[src/rtl/flash_boot_loader_if.sv]
// Flash read port between the boot loader and the flash controller.
// Loader issues req/c_addr; flash answers with ack, then valid/data.
interface flash_boot_loader_if;
  logic        req;
  logic [19:0] c_addr;
  logic        ack;
  logic        valid;
  logic [31:0] data;

  modport master (
    output req, c_addr,
    input  ack, valid, data
  );

  modport slave (
    input  req, c_addr,
    output ack, valid, data
  );
endinterface

[src/rtl/flash_boot_loader.sv]
// Copies len_words 32-bit words from flash into RAM, one request at a time.
// A per-word watchdog aborts the copy and raises a sticky err.
module flash_boot_loader #(
  parameter int TIMEOUT = 4096,
  parameter int RAM_AW  = 16
) (
  input  logic              clk,
  input  logic              reset_n,
  input  logic              start_i,
  input  logic [19:0]       src_addr_i,
  input  logic [15:0]       len_words_i,
  output logic              busy_o,
  output logic              done_o,
  output logic              err_o,
  flash_boot_loader_if.master flash,
  output logic              ram_we_o,
  output logic [RAM_AW-1:0] ram_addr_o,
  output logic [31:0]       ram_wdata_o
);

  localparam int TW = $clog2(TIMEOUT);
  localparam logic [TW-1:0] TMAX = TW'(TIMEOUT - 1);

  typedef enum logic [1:0] {
    IDLE  = 2'd0,
    REQ   = 2'd1,
    WAIT  = 2'd2,
    WRITE = 2'd3
  } state_t;

  state_t            state_q, state_d;
  logic [19:0]       cur_addr_q, cur_addr_d;
  logic [15:0]       remaining_q, remaining_d;
  logic [RAM_AW-1:0] idx_q, idx_d;
  logic [TW-1:0]     tmo_q, tmo_d;
  logic              err_q, err_d;
  logic              done_q, done_d;
  logic              req_q, req_d;
  logic [19:0]       c_addr_q, c_addr_d;
  logic              ram_we_q, ram_we_d;
  logic [RAM_AW-1:0] ram_addr_q, ram_addr_d;
  logic [31:0]       ram_wdata_q, ram_wdata_d;

  // State and datapath registers.
  always_ff @(posedge clk or negedge reset_n) begin
    if (!reset_n) begin
      state_q     <= IDLE;
      cur_addr_q  <= '0;
      remaining_q <= '0;
      idx_q       <= '0;
      tmo_q       <= '0;
      err_q       <= 1'b0;
      done_q      <= 1'b0;
      req_q       <= 1'b0;
      c_addr_q    <= '0;
      ram_we_q    <= 1'b0;
      ram_addr_q  <= '0;
      ram_wdata_q <= '0;
    end else begin
      state_q     <= state_d;
      cur_addr_q  <= cur_addr_d;
      remaining_q <= remaining_d;
      idx_q       <= idx_d;
      tmo_q       <= tmo_d;
      err_q       <= err_d;
      done_q      <= done_d;
      req_q       <= req_d;
      c_addr_q    <= c_addr_d;
      ram_we_q    <= ram_we_d;
      ram_addr_q  <= ram_addr_d;
      ram_wdata_q <= ram_wdata_d;
    end
  end

  // Next state; valid is taken in REQ as well as WAIT, ahead of timeout.
  always_comb begin
    state_d     = state_q;
    cur_addr_d  = cur_addr_q;
    remaining_d = remaining_q;
    idx_d       = idx_q;
    tmo_d       = tmo_q;
    err_d       = err_q;
    done_d      = 1'b0;
    c_addr_d    = c_addr_q;
    ram_addr_d  = ram_addr_q;
    ram_wdata_d = ram_wdata_q;
    unique case (state_q)
      IDLE: begin
        if (start_i) begin
          cur_addr_d  = src_addr_i;
          remaining_d = len_words_i;
          idx_d       = '0;
          err_d       = 1'b0;
          if (len_words_i == 16'd0) begin
            done_d = 1'b1;
          end else begin
            state_d  = REQ;
            c_addr_d = src_addr_i;
            tmo_d    = '0;
          end
        end
      end
      REQ, WAIT: begin
        tmo_d = tmo_q + 1'b1;
        if (flash.valid) begin
          state_d     = WRITE;
          ram_wdata_d = flash.data;
          ram_addr_d  = idx_q;
        end else if (tmo_q == TMAX) begin
          state_d = IDLE;
          err_d   = 1'b1;
          done_d  = 1'b1;
        end else if (state_q == REQ && flash.ack) begin
          state_d = WAIT;
        end
      end
      WRITE: begin
        cur_addr_d  = cur_addr_q + 20'd4;
        idx_d       = idx_q + 1'b1;
        remaining_d = remaining_q - 16'd1;
        if (remaining_q == 16'd1) begin
          state_d = IDLE;
          done_d  = 1'b1;
        end else begin
          state_d  = REQ;
          c_addr_d = cur_addr_q + 20'd4;
          tmo_d    = '0;
        end
      end
      default: state_d = IDLE;
    endcase
    req_d    = (state_d == REQ);
    ram_we_d = (state_d == WRITE);
  end

  assign busy_o       = (state_q != IDLE);
  assign done_o       = done_q;
  assign err_o        = err_q;
  assign flash.req    = req_q;
  assign flash.c_addr = c_addr_q;
  assign ram_we_o     = ram_we_q;
  assign ram_addr_o   = ram_addr_q;
  assign ram_wdata_o  = ram_wdata_q;

endmodule
[src/flat_wrapper.sv]
// flat-port wrapper written by rule: the top's interface ports become plain ports
module flash_boot_loader_flat 
#(
  parameter int TIMEOUT = 4096,
  parameter int RAM_AW  = 16
)
  (clk, reset_n, start_i, src_addr_i, len_words_i, busy_o, done_o, err_o, ram_we_o, ram_addr_o, ram_wdata_o, flash_req, flash_c_addr, flash_ack, flash_valid, flash_data);
  flash_boot_loader_if flash_i ();
  input  logic clk;
  input  logic reset_n;
  input  logic start_i;
  input  logic [19:0] src_addr_i;
  input  logic [15:0] len_words_i;
  output logic busy_o;
  output logic done_o;
  output logic err_o;
  output logic ram_we_o;
  output logic [RAM_AW-1:0] ram_addr_o;
  output logic [31:0] ram_wdata_o;
  output wire logic [$bits(flash_i.req)-1:0] flash_req;
  output wire logic [$bits(flash_i.c_addr)-1:0] flash_c_addr;
  input wire logic [$bits(flash_i.ack)-1:0] flash_ack;
  input wire logic [$bits(flash_i.valid)-1:0] flash_valid;
  input wire logic [$bits(flash_i.data)-1:0] flash_data;
  assign flash_req = flash_i.req;
  assign flash_c_addr = flash_i.c_addr;
  assign flash_i.ack = flash_ack;
  assign flash_i.valid = flash_valid;
  assign flash_i.data = flash_data;
  flash_boot_loader #(.TIMEOUT(TIMEOUT), .RAM_AW(RAM_AW)) u_core (.clk(clk), .reset_n(reset_n), .start_i(start_i), .src_addr_i(src_addr_i), .len_words_i(len_words_i), .busy_o(busy_o), .done_o(done_o), .err_o(err_o), .flash(flash_i), .ram_we_o(ram_we_o), .ram_addr_o(ram_addr_o), .ram_wdata_o(ram_wdata_o));
endmodule
[config.mk]
export PLATFORM = sky130hd
export DESIGN_NAME = flash_boot_loader_flat
export DESIGN_NICKNAME = d
export VERILOG_FILES = /design/src/rtl/flash_boot_loader_if.sv /design/src/rtl/flash_boot_loader.sv /design/src/flat_wrapper.sv
export SDC_FILE = /design/constraint.sdc
export NUM_CORES = 1
export LEC_CHECK = 0
export CAP_MARGIN = 20
export CORE_MARGIN = 2
export CORE_UTILIZATION = 46
export DETAILED_ROUTE_END_ITERATION = 7
export GPL_TIMING_DRIVEN = 0
export PLACE_DENSITY = 0.81
export SYNTH_ARGS = -nofsm -noshare
export SYNTH_HDL_FRONTEND = slang
export SYNTH_SLANG_ARGS = --single-unit
[constraint.sdc]
create_clock -name clk -period 2.3 [get_ports clk]
set_input_delay 0.46 -clock clk [delete_from_list [all_inputs] [get_ports clk]]
set_output_delay 0.46 -clock clk [all_outputs]
set_load 0.01 [all_outputs]
==> results_dict.tcl, run 1 <==
set metrics [dict create \
    grt_use_total_pct 22.8 \
    final_layout_size_suffix_gt1_share_pct 19.3 \
    areaGrowthSynthToFinish_pct 38.2 \
    fin_util_pct 64.4 \
    max_slew.worst_pin.slew_ps 647 \
    firstDrtPassIters 5 \
    netlist_instances 642 \
    pre_cts_slack_ps -600 \
    register_area_um2 3450 \
    avgSynthCellArea_um2 10.5 \
    fillerInstances 1140 \
    mostFrequentLayoutCell "clkdlybuf4s50_1" \
    drc 0 \
    drt_iter0_drc 353 \
    die_area_um2 15600 \
    post_drt_wl_per_cell_um 17.8 \
    core_region_area_um2 14400 \
    drt_wl_total_um 17900 \
    hold_violations 0 \
    start_kind "flop" \
    cp.arrival_ps 2660 \
    cts_tree "built" \
    power_density_nw_per_um2 1400 \
    synth_top_cell_area_share_pct 51.4 \
    finalSetupViolCount 12 \
    clkSinkCount 138 \
    io_buffer_count 145 \
    routed_via_density 5.69 \
    cp.required_ps 2600 \
    crit_fanout 5 \
    min_period_ps 2350 \
    grt_max_degree 92 \
    stdcell_count 1009 \
    dpl.cell_count 972 \
    maxCapViolCount 0 \
    ant_nets 0 \
    antenna_cells 0 \
    place_area_um2 8430 \
    hpwlAfterDp_um 12100 \
    violations "setup timing" \
    yosysTopAreaCell "dfrtp_1" \
    worst_hold_slack_ps 478 \
    cts_inserted_buffers 17 \
    mostFrequentLayoutCells "clkdlybuf4s50_1 (143), dfrtp_1 (137), mux2_2 (60)" \
    finClkSkew_ps 8.26 \
    hp-class "flop to flop" \
    synth-seq-cells 138 \
    place_congestion 0.822 \
    io-pin-count 146 \
    p_leak_nw 3.86 \
    ys_types 55 \
    post-route-period-util_pct 102 \
    slew_violations 0 \
    grt_overflow 0 \
    vias 5740 \
    die_w_um 125 \
    fmax_mhz 425 \
    multi_input_area_um2 3210 \
    clk_pin_slew_ps 60 \
    clock_latency_ps 420 \
    htreeDepth 4 \
    stdcell_area_um2 9290 \
    rows 44 \
    worst_slack_ps -53.6 \
    grt_antenna_before_repair 0 \
    rsz0062_at_grt "true" \
    syn_nets 723 \
    yosysSeqAreaShare_pct 51.4 \
    async_flop_share_pct 100 \
    grt_pass1_vias 5707 \
    fin_setup_tns_ps -407 \
    synthesis.area_um2 6720 \
    end_kind "flop" \
    worstSetupPathType "flop to flop" \
    status "complete, but fails checks" \
    cts_buffer_depth 2 \
    slew-limit-headroom_pct 56.8 \
    ys.warnings.count 0 \
    total_power_mw 13.0 \
    peakVddDrop_mv 0.870 \
    yosys-top-cells-area "dfrtp_1 (51%), mux2_2 (10%), a21oi_1 (3.3%)" \
    synth-edff-count 0 \
    die_y_um 125 \
    fin_nets 896 \
    cts_root_buf "clkbuf_16" \
    synth_flop_cell "dfrtp_1" \
    start_util_pct 46.6 \
    grt_pass1_wl_um 28600 \
    r2r_slack_ps -50 \
]
[worst max-delay path, stage by stage (launching register included)]
cell,delay (ps)
dfrtp_1,410
inv_2,90
ha_4,110
or4b_4,470
nor4_4,390
and2_4,240
nor2_4,60
buf_6,150
mux2_4,290
[layer usage]
metal  vias to the layer above  track usage [%]  part of all wire, %
li1                       2677                -                    -
met1                      2810             28.8                   42
met2                       222             36.9                   48
met3                        31             8.68                  8.7
met4                         0             6.47                  2.0
met5                         -                0                    0
[cells by family after synthesis]
logic type	Yosys count	synth area share (%)
and+or+nand+nor	189	14.2
AOI/OAI and AO/OA	149	13.3
DFF	138	51.4
muxes	83	13.6
buffers and inverters	53	3.16
xor gates and xnor gates	22	2.87
adders and majority gates	8	1.49
[registers in the layout (all words and copies together), names as in the netlist]
| name | cells |
|---|---|
| u_core.flash.c_addr | 20 |
| u_core.flash.req | 1 |
| u_core.done_o | 1 |
| u_core.tmo_q | 12 |
| u_core.remaining_q | 16 |
| u_core.err_o | 1 |
| u_core.idx_q | 16 |
| u_core.ram_we_o | 1 |
| u_core.ram_wdata_o | 32 |
| u_core.ram_addr_o | 16 |
| u_core.state_q | 2 |
| u_core.cur_addr_q | 20 |
[worst paths after layout]
kind	cells after the start	start	end
worst max-delay path	8	u_core.remaining_q[1]	u_core.flash.c_addr[11]
worst min-delay path	1	u_core.tmo_q[6]	u_core.tmo_q[6]
worst max register to register	8	u_core.remaining_q[1]	u_core.flash.c_addr[11]
worst min register to register	1	u_core.tmo_q[6]	u_core.tmo_q[6]
max in group asynchronous	3	reset_n	u_core.cur_addr_q[2]
min in group asynchronous	2	reset_n	u_core.ram_we_o
[final cells by class]
type | count | share of cell area (%)
Sequential cell | 138 | 37.2
Multi-Input combinational cell | 451 | 34.6
Timing Repair Buffer | 156 | 16.8
Clock buffer | 21 | 4.96
Tap cell | 184 | 2.48
Buffer | 36 | 2.02
Clock inverter | 8 | 1.31
Inverter | 15 | 0.646
[repair_timing]
item,CTS,global route
gates resized for setup,25,46
cloned,0,2
setup endpoints to repair,71,109
pin swaps,0,2
hold endpoints to repair,47,0
hold buffers,1,0
buffers inserted,0,7
[power by group]
group / total (mW) / switching (mW) / leakage, nW / internal, mW
registers: 4.12 / 0.753 / 1.71 / 3.37
logic: 6.18 / 3.12 / 1.87 / 3.05
clock network: 2.74 / 1.00 / 0.285 / 1.74
total: 13.0 / 4.88 / 3.86 / 8.16
[Yosys cell counts (all sizes together) (12+ instances only)]
cell type and count:
dfrtp 138, mux2 67, nand2 50, nor2 49, a21oi 45, o21ai 42, nand3 31, clkbuf 26
o22ai 23, mux2i 16, inv 14, nor4 13, buf 12
Power figures use the tool's default switching activity.
==> run 2: changes to the inputs <==
CAP_MARGIN = 10   (was 20)
==> run 2 against run 1 <==
The flow still finishes with violations (setup timing). Sequential power barely moved. Largest cell class unchanged. Register-to-register slack barely moved. Non-clock buffer count did not move. Clock-buffer cell count unchanged.
==> results_dict.tcl, run 2 (synthesis gave the netlist of run 1 again) <==
set metrics [dict create \
    worst_slack_ps -53.6 \
    r2r_slack_ps -50 \
    peakVddDrop_mv 0.870 \
    worstSetupPathType "flop to flop" \
    place_congestion 0.822 \
    rr_worst_depth 8 \
    die_y_um 125 \
    drt_wl_total_um 17900 \
    cts_buffer_depth 2 \
    rows 44 \
    die_area_um2 15600 \
    hold_violations 0 \
    grtUsageMet2_pct 36.9 \
    grt_max_degree 92 \
    dpl.cell_count 972 \
    io-pin-count 146 \
    mostFrequentLayoutCell "clkdlybuf4s50_1" \
    hpwlAfterDp_um 12100 \
    power_density_nw_per_um2 1400 \
    cp.arrival_ps 2660 \
    htreeDepth 4 \
    startpoint "u_core.remaining_q[1]" \
    cts_inserted_buffers 17 \
    vias 5740 \
    start_util_pct 46.6 \
    largest_reg_flops 32 \
    ant_nets 0 \
    cts_root_buf "clkbuf_16" \
    areaGrowthSynthToFinish_pct 38.2 \
    end_kind "flop" \
    clock_latency_ps 420 \
    fin_nets 896 \
    violations "setup timing" \
    post_drt_wl_per_cell_um 17.8 \
    cp.required_ps 2600 \
    min_period_ps 2350 \
    finalSetupViolCount 12 \
    grt_pass1_vias 5707 \
    grt_use_met1_pct 28.8 \
    fmax_mhz 425 \
    status "complete, but fails checks" \
    grt_antenna_before_repair 0 \
    rr_startpoint "u_core.remaining_q[1]" \
    slew-limit-headroom_pct 56.8 \
    mostFrequentLayoutCells "clkdlybuf4s50_1 (143), dfrtp_1 (137), mux2_2 (60)" \
    stdcell_area_um2 9290 \
    core_region_area_um2 14400 \
    maxCapViolCount 0 \
    grt_pass1_wl_um 28600 \
    r2r-end "u_core.flash.c_addr[11]" \
    antenna_cells 0 \
    io_buffer_count 145 \
    fin_util_pct 64.4 \
    grtUsageMet3_pct 8.68 \
    clk_pin_slew_ps 60 \
    crit_fanout 5 \
    hp-class "flop to flop" \
    grt_overflow 0 \
    clkSinkCount 138 \
    slew_violations 0 \
    start_kind "flop" \
    critPathCapture "u_core.flash.c_addr[11]" \
    finClkSkew_ps 8.26 \
    cts_tree "built" \
    die_w_um 125 \
    routed_via_density 5.69 \
    final_layout_size_suffix_gt1_share_pct 19.3 \
    place_area_um2 8430 \
    stdcell_count 1009 \
    grt_use_total_pct 22.8 \
    firstDrtPassIters 5 \
    grt_busiest_layer "met2" \
    rsz0062_at_grt "true" \
    p_leak_nw 3.86 \
    post-route-period-util_pct 102 \
    max_slew.worst_pin.slew_ps 647 \
    drt_iter0_drc 353 \
    drc 0 \
]
[run 2: worst min path at each step]
stage / to / depth (start not counted) / start / slack, ps
after floorplan: u_core.cur_addr_q[0] / 0 / reset_n / 160
after global placement: u_core.cur_addr_q[1] / 2 / u_core.cur_addr_q[1] / 450
after detailed placement: u_core.ram_we_o / 1 / reset_n / 440
after CTS: u_core.tmo_q[6] / 1 / u_core.tmo_q[6] / 470
after global routing: u_core.cur_addr_q[0] / 2 / u_core.cur_addr_q[0] / 500
final: u_core.tmo_q[6] / 1 / u_core.tmo_q[6] / 480
[run 2: timing repair]
item                                    CTS  global route
pin swaps                                 0             2
cloned                                    0             2
buffers inserted                          0             7
gates resized for setup                  25            46
hold buffers                              1             0
endpoints found under the setup margin   71           109
endpoints found under the hold margin    47             0
[run 2: cell type report]
| type | count | area (µm²) |
|---|---|---|
| Clock buffer | 21 | 460 |
| Inverter | 15 | 60.1 |
| Tap cell | 184 | 230 |
| Sequential cell | 138 | 3450 |
| Timing Repair Buffer | 156 | 1560 |
| Fill cell | 1140 | 5130 |
| Multi-Input combinational cell | 451 | 3210 |
| Clock inverter | 8 | 121 |
| Buffer | 36 | 188 |
[run 2: worst max-delay path: stages (launching register included)]
cell	delay [ps]
dfrtp_1	410
inv_2	90
ha_4	110
or4b_4	470
nor4_4	390
and2_4	240
nor2_4	60
buf_6	150
mux2_4	290
[run 2: per-layer routing]
layer	routed length, µm	vias to the layer above
li1	-	2677
met1	7460	2810
met2	8550	222
met3	1560	31
met4	350	0
met5	0	-
[run 2: per-stage QoR]
step | setup slack [ps] | power (mW) | hold WS [ps] | setup TNS [ps]
finish | -53.6 | 13.0 | 478 | -407
global placement | -4900 | 9.57 | 454 | -707190
detailed placement | -600 | 9.75 | 437 | -34430
global route | -83.9 | 13.8 | 502 | -1050
CTS | 0.978 | 12.6 | 474 | 0
floorplan | 127 | 7.48 | 164 | 0
[run 2: power by group]
part / total (mW) / switching, mW / internal [mW]
clock network: 2.74 / 1.00 / 1.74
registers: 4.12 / 0.753 / 3.37
logic: 6.18 / 3.12 / 3.05
total: 13.0 / 4.88 / 8.16
